`config.mk`:
```
export PLATFORM = sky130hd
export DESIGN_NAME = npu_seq_ctrl
export DESIGN_NICKNAME = d
export VERILOG_FILES = /design/src/rtl/npu_seq_pkg.sv /design/src/rtl/npu_seq_dly.sv /design/src/rtl/npu_seq_ctrl.sv
export SDC_FILE = /design/constraint.sdc
export NUM_CORES = 1
export LEC_CHECK = 0
export CAP_MARGIN = 20
export CORE_ASPECT_RATIO = 0.8
export CORE_MARGIN = 2
export CORE_UTILIZATION = 45
export DETAILED_ROUTE_END_ITERATION = 8
export GPL_TIMING_DRIVEN = 0
export PLACE_DENSITY = 0.9
export SYNTH_ARGS = -nofsm -noshare
export SYNTH_HDL_FRONTEND = slang
export SYNTH_HIERARCHICAL = 1
export SYNTH_SLANG_ARGS = --single-unit
```
`constraint.sdc`:
```
create_clock -name clk -period 2.6 [get_ports clk]
set_clock_uncertainty 0.05 [all_clocks]
set_input_delay 0.26 -clock clk [delete_from_list [all_inputs] [get_ports clk]]
set_output_delay 0.26 -clock clk [all_outputs]
set_load 0.005 [all_outputs]
```
`src/rtl/npu_seq_pkg.sv`:
```
// Shared types and constants for the NPU sequencer.
// State encoding is visible to software through state_o.
package npu_seq_pkg;

   typedef enum logic [2:0] {
      IDLE    = 3'd0,
      NPU_RST = 3'd1,
      CONFIG  = 3'd2,
      RUN     = 3'd3,
      DRAIN   = 3'd4,
      DONE    = 3'd5
   } state_t;

   localparam int CTL_START   = 0;
   localparam int CTL_ABORT   = 1;
   localparam int CTL_SKIPCFG = 2;

   localparam int CNT_W = 15;

endpackage

```
`src/rtl/npu_seq_dly.sv`:
```
// DEPTH-stage delay line for a single enable bit, with a synchronous flush
// that empties every stage on the same edge.
module npu_seq_dly #(
   parameter int DEPTH = 1
) (
   input  logic clk,
   input  logic reset,
   input  logic flush,
   input  logic level,
   output logic delayed
);

   logic [DEPTH-1:0] stages;

   always_ff @(posedge clk) begin
      if (reset || flush) begin
         stages <= '0;
      end else begin
         stages[0] <= level;
         for (int i = 1; i < DEPTH; i++) begin
            stages[i] <= stages[i-1];
         end
      end
   end

   assign delayed = stages[DEPTH-1];

endmodule

```
`src/rtl/npu_seq_ctrl.sv`:
```
// NPU sequencer: streams parameter then image RAM addresses, aligns npu_top
// enables to the RAM read latency, and captures the final result.
module npu_seq_ctrl
   import npu_seq_pkg::*;
#(
   parameter int CFG_WORDS = 288,
   parameter int IMG_WORDS = 196,
   parameter int RD_LAT    = 1,
   parameter int PIPE_LAT  = 16
) (
   input  logic        clk,
   input  logic        reset,
   input  logic [31:0] control_reg,
   output logic        mem_rd_en,
   output logic [14:0] param_addr,
   output logic [9:0]  image_addr,
   output logic        en_config,
   output logic        en_fsm,
   output logic        npu_rst,
   input  logic [7:0]  d_out,
   output logic [7:0]  result,
   output logic        result_valid,
   output logic        busy,
   output logic        done,
   output logic        aborted,
   output logic [2:0]  state_o
);

   localparam logic [CNT_W-1:0] CFG_LAST   = CNT_W'(CFG_WORDS - 1);
   localparam logic [CNT_W-1:0] IMG_LAST   = CNT_W'(IMG_WORDS - 1);
   localparam logic [CNT_W-1:0] DRAIN_LAST = CNT_W'(PIPE_LAT + RD_LAT - 1);

   state_t           state_q, state_d;
   logic [CNT_W-1:0] cnt_q, cnt_d;
   logic [CNT_W-1:0] param_hold_q;
   logic             start_q;
   logic             start_rise;
   logic             abort_req;
   logic             accept;
   logic             capture;
   logic             abort_hit;
   logic [7:0]       result_q;
   logic             aborted_q;
   logic             unused_ctl;

   assign unused_ctl = ^control_reg[31:3];
   assign start_rise = control_reg[CTL_START] & ~start_q;
   assign abort_req  = control_reg[CTL_ABORT];

   always_ff @(posedge clk) begin
      if (reset) begin
         state_q <= IDLE;
      end else begin
         state_q <= state_d;
      end
   end

   always_comb begin
      state_d   = state_q;
      cnt_d     = cnt_q;
      accept    = 1'b0;
      capture   = 1'b0;
      abort_hit = 1'b0;
      case (state_q)
         IDLE: begin
            if (start_rise && !abort_req) begin
               accept  = 1'b1;
               cnt_d   = '0;
               state_d = control_reg[CTL_SKIPCFG] ? RUN : NPU_RST;
            end
         end
         NPU_RST: begin
            cnt_d   = '0;
            state_d = CONFIG;
         end
         CONFIG: begin
            if (cnt_q == CFG_LAST) begin
               cnt_d   = '0;
               state_d = RUN;
            end else begin
               cnt_d = cnt_q + 1'b1;
            end
         end
         RUN: begin
            if (cnt_q == IMG_LAST) begin
               cnt_d   = '0;
               state_d = DRAIN;
            end else begin
               cnt_d = cnt_q + 1'b1;
            end
         end
         DRAIN: begin
            if (cnt_q == DRAIN_LAST) begin
               capture = 1'b1;
               cnt_d   = '0;
               state_d = DONE;
            end else begin
               cnt_d = cnt_q + 1'b1;
            end
         end
         DONE: begin
            if (!control_reg[CTL_START]) begin
               state_d = IDLE;
            end
         end
         default: begin
            cnt_d   = '0;
            state_d = IDLE;
         end
      endcase
      // Abort overrides any transition, including a DRAIN completion.
      if (abort_req && (state_q inside {NPU_RST, CONFIG, RUN, DRAIN})) begin
         abort_hit = 1'b1;
         capture   = 1'b0;
         cnt_d     = '0;
         state_d   = IDLE;
      end
   end

   always_ff @(posedge clk) begin
      if (reset) begin
         cnt_q        <= '0;
         start_q      <= 1'b1;
         result_q     <= '0;
         aborted_q    <= 1'b0;
         param_hold_q <= '0;
      end else begin
         cnt_q   <= cnt_d;
         start_q <= control_reg[CTL_START];
         if (capture) begin
            result_q <= d_out;
         end
         if (abort_hit) begin
            aborted_q <= 1'b1;
         end else if (accept) begin
            aborted_q <= 1'b0;
         end
         if (accept) begin
            param_hold_q <= '0;
         end else if (state_q == CONFIG) begin
            param_hold_q <= cnt_q;
         end
      end
   end

   npu_seq_dly #(.DEPTH(RD_LAT)) u_dly_cfg (
      .clk     (clk),
      .reset   (reset),
      .flush   (abort_hit),
      .level   (state_q == CONFIG),
      .delayed (en_config)
   );

   npu_seq_dly #(.DEPTH(RD_LAT)) u_dly_fsm (
      .clk     (clk),
      .reset   (reset),
      .flush   (abort_hit),
      .level   ((state_q == RUN) || (state_q == DRAIN)),
      .delayed (en_fsm)
   );

   assign mem_rd_en    = (state_q == CONFIG) || (state_q == RUN);
   assign param_addr   = (state_q == CONFIG) ? cnt_q :
                         (state_q == RUN)    ? param_hold_q : '0;
   assign image_addr   = (state_q == RUN) ? cnt_q[9:0] : '0;
   assign npu_rst      = (state_q == NPU_RST);
   assign result       = result_q;
   assign result_valid = capture;
   assign busy         = (state_q != IDLE) && (state_q != DONE);
   assign done         = (state_q == DONE);
   assign aborted      = aborted_q;
   assign state_o      = state_q;

endmodule

```
==> out/summary.txt, run 1 <==
Mapped Avg Cell Area -> 8.30 sq um
Iteration-0 DRC Markers -> 208
Int Power -> 0.00139 W
EDFF count, synth -> 0
Crit path depth -> 5
Tightest Pin Transition -> 0.701 ns
Top Ports -> 86
Buf/Inv on CP -> 3
CTS tree -> yes
Fmax -> 404 MHz
Seq pwr share -> 33.6%
Drt pass-1 iters -> 4
Critical path's slowest cell -> clkdlybuf4s50_1
Clock buffer depth -> 2
Outcome -> complete, no violations
Layer with the highest usage -> met2
Largest net degree at the start of global routing -> 16
Antenna Violating Nets Remaining -> 0
Net switching fraction of the power -> 40.4%
Final-report hold violation count -> 0
Hold WC Path Type -> flop to flop
Total CTS buffers -> 5
DRC errors left -> 0
Min-Delay Path Depth -> 2
CP Max Fanout -> 10
Detailed placement HPWL -> 4790 um
XOR/XNOR Fraction of Synth Area -> 2.81%
P&R area growth vs syn -> 31.4%
Pre-CTS setup slack -> 0.0307 ns
Critical path endpoint category -> output pin
FFs w/ async S/R, synth -> 0%
Met2 Use GR -> 37.0%
Max-capacitance violation count -> 0
DR WL/cell -> 15.7 um
Synth top area share -> 36.2%
Worst path required time -> 2.29 ns
Combinational Power Share -> 43.4%
First-pass GRT wire length -> 10,900 um
Setup ws final -> 0.124 ns
Setup TNS -> 0 ns
Simple-Gate Fraction of Synth Area -> 27.4%
Yosys warning count -> 6
Initial antenna violation count -> 0
Unique cell type count in the Yosys netlist -> 52
Die Area -> 6150 sq um
Worst EP arrival -> 2.17 ns
GR Overflow Total -> 0
GP Congestion -> 0.886
M1 GR Usage -> 30.2%
Clock Power Share -> 23.0%
Largest family of logic cells by synthesized area -> simple AND/OR/NAND/NOR gates
Max-slew violations -> 0
Final setup fails -> 0
# H-tree levels -> 2
Min Tclk post-route -> 2.48 ns
Maximum VDD drop -> 0.582 mV
Fin crit share -> 95.2%
Setup crit start kind -> flop
Syn Nets -> 344
Dominant cell type by area after synthesis -> dfxtp_1
Port bufs -> 56
Vias per cell -> 5.67
Core Rows -> 24
Gr usage total -> 22.3%
Synth Area in Compound Gates -> 16.4%
Initial Utilization -> 46.1%
CTS clock-pin slew for the worst setup and hold paths -> 0.08 ns
Nets -> 408
Leak Pwr -> 1.19 nW
Ranking of synthesized cells by area -> dfxtp_1 36%, mux2i_1 9.6%, nor2_1 6.6%
Layout cell share with drive strength beyond 1 -> 12.9%
Grt met3 use -> 4.32%
CTS sink count -> 45
Crit-path max cell delay -> 0.52 ns
Mux cell area share after synthesis -> 9.65%
CTS Hold Bufs -> 0
Synthesis-stage register bit count -> 45
N_diodes -> 0
WS Path Type -> flop to output pin
Die span in y -> 70.5 um
Switching power of the nets -> 0.000944 W
Synthesized area -> 2490 sq um
Critical path cell sequence -> buf_2, clkbuf_4, mux2i_1, nor2_1, clkdlybuf4s50_1
Clk_lat worst skew -> 0.30 ns
Vias in the first global route -> 2,272
R2R depth -> 8
Power Dens Cells -> 713 nW/um^2
Clock Tree Root -> clkbuf_8
Core area -> 5410 sq um
RSZ-0062 raised after global routing -> false
Final WL -> 6730 um
Vias -> 2,437
Max-slew headroom -> 52.9%
Power Total -> 0.00233 W
Family with the most delay on the worst path -> buffers and inverters
Seq/Total Area, Yosys -> 36.2%
Syn Inst Count -> 300
Post-synth top flop -> dfxtp_1
Die width -> 87.2 um
Area share of fa/ha/maj cells after synthesis -> 1.01%
## metal layers
layer | part of all wire [%] | vias up
met2 | 48 | 105
met4 | 1.2 | 0
li1 | - | 1177
met5 | 0 | -
met3 | 7.6 | 11
met1 | 43 | 1144
## cell usage after synthesis, types with 3 or more instances
cell,number
and4_2,3
nand2_1,41
nand4_1,3
xor2_1,7
o211ai_1,6
inv_1,8
buf_6,3
dfxtp_1,45
buf_2,13
o21ai_0,5
nor2_1,44
a21oi_1,22
a311oi_1,4
mux2i_1,24
and3_1,10
o2111ai_1,3
clkbuf_1,5
o21bai_1,4
nor3_1,5
## what timing repair did
item,4_1_cts,5_1_grt
resized for setup,2,6
buffers inserted,1,0
setup endpoints to repair,1,12
## power groups by stage
stage / Clock, W / Combinational [W] / Sequential (W)
final: 0.000538 / 0.00101 / 0.000783
after global routing: 0.000566 / 0.00108 / 0.000787
after CTS: 0.000543 / 0.000983 / 0.000781
after floorplan: 0 / 0.000648 / 0.000781
after global placement: 0 / 0.000942 / 0.000791
after detailed placement: 0 / 0.000963 / 0.000794
## flip-flops by register name, summed over array words and instances (netlist names)
register / cells
start_q: 1
aborted: 1
param_hold_q: 15
cnt_q: 15
u_dly_cfg/delayed: 1
u_dly_fsm/delayed: 1
result: 8
state_o: 3
## layout make-up
type | count | area [sq um]
Inverter | 9 | 33.8
Clock buffer | 5 | 68.8
Sequential cell | 45 | 903
Fill cell | 459 | 2130
Tap cell | 65 | 81.3
Timing Repair Buffer | 57 | 571
Buffer | 23 | 133
Clock inverter | 3 | 46.3
Multi-Input combinational cell | 223 | 1440
## layout by cell type (no fill, tap or decap), types with 3 or more instances in the layout
master and count:
clkbuf_1 4, and4_2 3, nand2_1 41, o21ai_0 5
nor3_1 5, o211ai_1 6, dfxtp_1 43, o2111ai_1 3
inv_1 8, buf_2 12, nor2_1 43, xor2_1 7
mux2i_1 24, and3_1 10, a21oi_1 22, a311oi_1 4
nand4_1 3, buf_6 3, clkdlybuf4s50_1 55, clkbuf_8 5
o21bai_1 4
## worst paths after layout
kind                                        from          endpoint  slack [ns]
worst min-delay path            param_hold_q[14]  param_hold_q[14]        0.41
worst max register to register          cnt_q[0]         cnt_q[10]        0.30
worst min register to register  param_hold_q[14]  param_hold_q[14]        0.41
worst max-delay path                  state_o[0]     param_addr[4]        0.12
## tightest hold or removal path, delay by kind of cell, from the launching register on
kind / cells / cell delay, ns
and+or+nand+nor: 1 / 0.05
DFF: 1 / 0.31
AOI/OAI and AO/OA: 1 / 0.05
## cell families after synthesis
kind of cell	count (synthesis)
XOR/XNOR	8
buffers and inverters	32
adder cells (fa/ha/maj)	2
multiplexers	24
AND/OR/NAND/NOR	132
AO/OA/AOI/OAI	57
flip-flops	45
## per-stage QoR
stage | instance area (sq um) | instances | hold slack [ns] | util (%)
detailed placement | 3130 | 421 | 0.398 | 57.9
CTS | 3260 | 430 | 0.409 | 60.3
global placement | 3130 | 421 | 0.392 | 57.9
finish | 3270 | 430 | 0.411 | 60.5
floorplan | 2490 | 300 | 0.281 | -
global route | 3270 | 430 | 0.424 | 60.5
(Power assumes the default switching activity.)
==> run 2, diff against run 1 <==
CORE_UTILIZATION = 50   (was 45)
DONT_BUFFER_PORTS = 1   (was default)
PLACE_DENSITY = default   (was 0.9)
PLACE_DENSITY_LB_ADDON = 0.25   (was default)
==> run 2 against run 1 <==
  * Worst setup slack gained 0.19 ns
  * Clock power grew 19%
  * Global-route usage shrank 0.41 points
  * Largest cell class unchanged
  * Largest power group unchanged
==> out/summary.txt, run 2 (same netlist as run 1, synthesis figures left out) <==
Core area -> 4680 sq um
Clock buffer depth -> 2
GR Overflow Total -> 0
Core Rows -> 22
CTS clock-pin slew for the worst setup and hold paths -> 0.10 ns
Die width -> 82.9 um
Vias in the first global route -> 1,918
CTS tree -> yes
First-pass GRT wire length -> 9750 um
Reg2reg start -> cnt_q[0]
Most frequent cells in the layout -> 45 x dfxtp_1, 43 x nor2_1, 41 x nand2_1
Family with the most delay on the worst path -> simple AND/OR/NAND/NOR gates
Combined flip-flop and latch cell area -> 901 sq um
P&R area growth vs syn -> 9.45%
Critical path's slowest cell -> dfxtp_1
Buf/Inv on CP -> 1
Iteration-0 DRC Markers -> 174
CTS sink count -> 45
Initial Utilization -> 53.2%
Max-slew headroom -> 49.6%
R2R depth -> 7
Layout cell share with drive strength beyond 1 -> 13.5%
Setup ws final -> 0.311 ns
CP Max Fanout -> 10
Min-Delay Path Depth -> 1
Hold Crit Start -> control_reg[0]
Post-DP Area -> 2560 sq um
Die Area -> 5560 sq um
Setup TNS -> 0 ns
Min-Delay Endpoint -> start_q
Critical path cell sequence -> inv_1, ha_1, nor4bb_1, and4_2, nor2_2, nor3_1, a311oi_1
Final WL -> 6040 um
Fin crit share -> 88.0%
Drt pass-1 iters -> 5
Hold WC Path Type -> primary input to flop
Clock Tree Root -> clkbuf_8
Port bufs -> 0
Worst path required time -> 2.77 ns
DRC errors left -> 0
N_diodes -> 0
Max-capacitance violation count -> 0
Final setup fails -> 0
Vias per cell -> 5.98
Vias -> 2,214
Worst EP arrival -> 2.46 ns
Clk_lat worst skew -> 0.30 ns
Pre-CTS setup slack -> 0.0862 ns
Tightest Pin Transition -> 0.750 ns
Leading cell type in the layout, fill and taps excluded -> dfxtp_1
Area of the multi-input gates -> 1430 sq um
Top Ports -> 86
Nets -> 353
Reg-to-Reg End -> cnt_q[14]
Power Total -> 0.00227 W
Setup crit start kind -> flop
R2r setup slk -> 0.31 ns
Post-layout util -> 58.2%
Maximum VDD drop -> 0.534 mV
WS Path Type -> flop to flop
Initial antenna violation count -> 0
Max-slew violations -> 0
RSZ-0062 raised after global routing -> false
Fill cells -> 438
Number of post-CTS setup repair buffers -> 0
GP Congestion -> 0.824
Critical path endpoint category -> flop
Gr usage total -> 21.9%
Largest net degree at the start of global routing -> 16
DR WL/cell -> 16.3 um
Crit-path max cell delay -> 0.47 ns
Finished Cell Area -> 2730 sq um
Detailed placement HPWL -> 4290 um
Die span in y -> 67.1 um
Crit path depth -> 7
# H-tree levels -> 2
Leak Pwr -> 0.983 nW
Final-report hold violation count -> 0
Outcome -> complete, no violations
Total CTS buffers -> 5
Fmax -> 437 MHz
Min Tclk post-route -> 2.29 ns
Power Dens Cells -> 834 nW/um^2
Antenna Violating Nets Remaining -> 0
==> run 2: cell count changes in the layout (fill, tap and decap cells not counted), moves of 2 or more <==
cell / previous run / this run
dfxtp_2: 2 / 0
dlygate4sd3_1: 0 / 2
dfxtp_1: 43 / 45
clkdlybuf4s50_1: 55 / 0
==> run 2: final cells by class <==
| type | instances | area share [%] |
|---|---|---|
| buffer | 23 | 4.73 |
| clock buffer | 5 | 2.53 |
| clock inverter | 3 | 2.53 |
| inverter | 9 | 1.24 |
| multi-input combinational | 223 | 52.4 |
| sequential | 45 | 33.1 |
| tap | 60 | 2.75 |
| timing repair buffer | 2 | 0.735 |
==> run 2: repair_timing <==
action,in CTS,in global routing
endpoints found under the hold margin,2,1
hold buffers,1,1
setup endpoints to repair,0,4
gates resized for setup,0,1
==> run 2: metrics by stage <==
step | hold slack (ns) | cells
final | 0.00276 | 370
after global routing | 0.0000389 | 370
after CTS | 0.00138 | 369
after detailed placement | 0.285 | 360
after global placement | 0.284 | 360
after floorplan | 0.281 | 300
==> run 2: how the worst max path moves through the flow <==
stage                        start          to  slack [ns]
after global routing      cnt_q[0]  state_o[0]        0.18
after detailed placement  cnt_q[0]   cnt_q[14]        0.09
after floorplan           cnt_q[0]   cnt_q[14]        0.58
after CTS                 cnt_q[0]   cnt_q[14]        0.09
final                     cnt_q[0]   cnt_q[14]        0.31
after global placement    cnt_q[0]   cnt_q[14]        0.14
==> run 2: routing by layer <==
layer / track usage (%) / vias to the layer above / part of all wire [%] / wire [um]
met1: 31.0 / 1038 / 47 / 2830
li1: - / 1064 / - / -
met5: 0 / - / 0 / 0
met3: 5.20 / 3 / 8.5 / 515
met2: 35.0 / 109 / 44 / 2680
met4: 3.07 / 0 / 0.28 / 17
==> run 2: report_power, final <==
group	leakage (nW)	total [W]	switching, W	internal [W]
Combinational	0.551	0.000850	0.000586	0.000263
Sequential	0.363	0.000781	0.0000539	0.000727
Clock	0.0687	0.000642	0.000255	0.000387
Total	0.983	0.00227	0.000895	0.00138
==> run 3, diff against run 2 <==
ABC_CLOCK_PERIOD_IN_PS = 2600   (was default)
SLEW_MARGIN = 20   (was default)
==> results of run 3 <==
The final DEF is identical to that of run 2; final timing and power are the same.
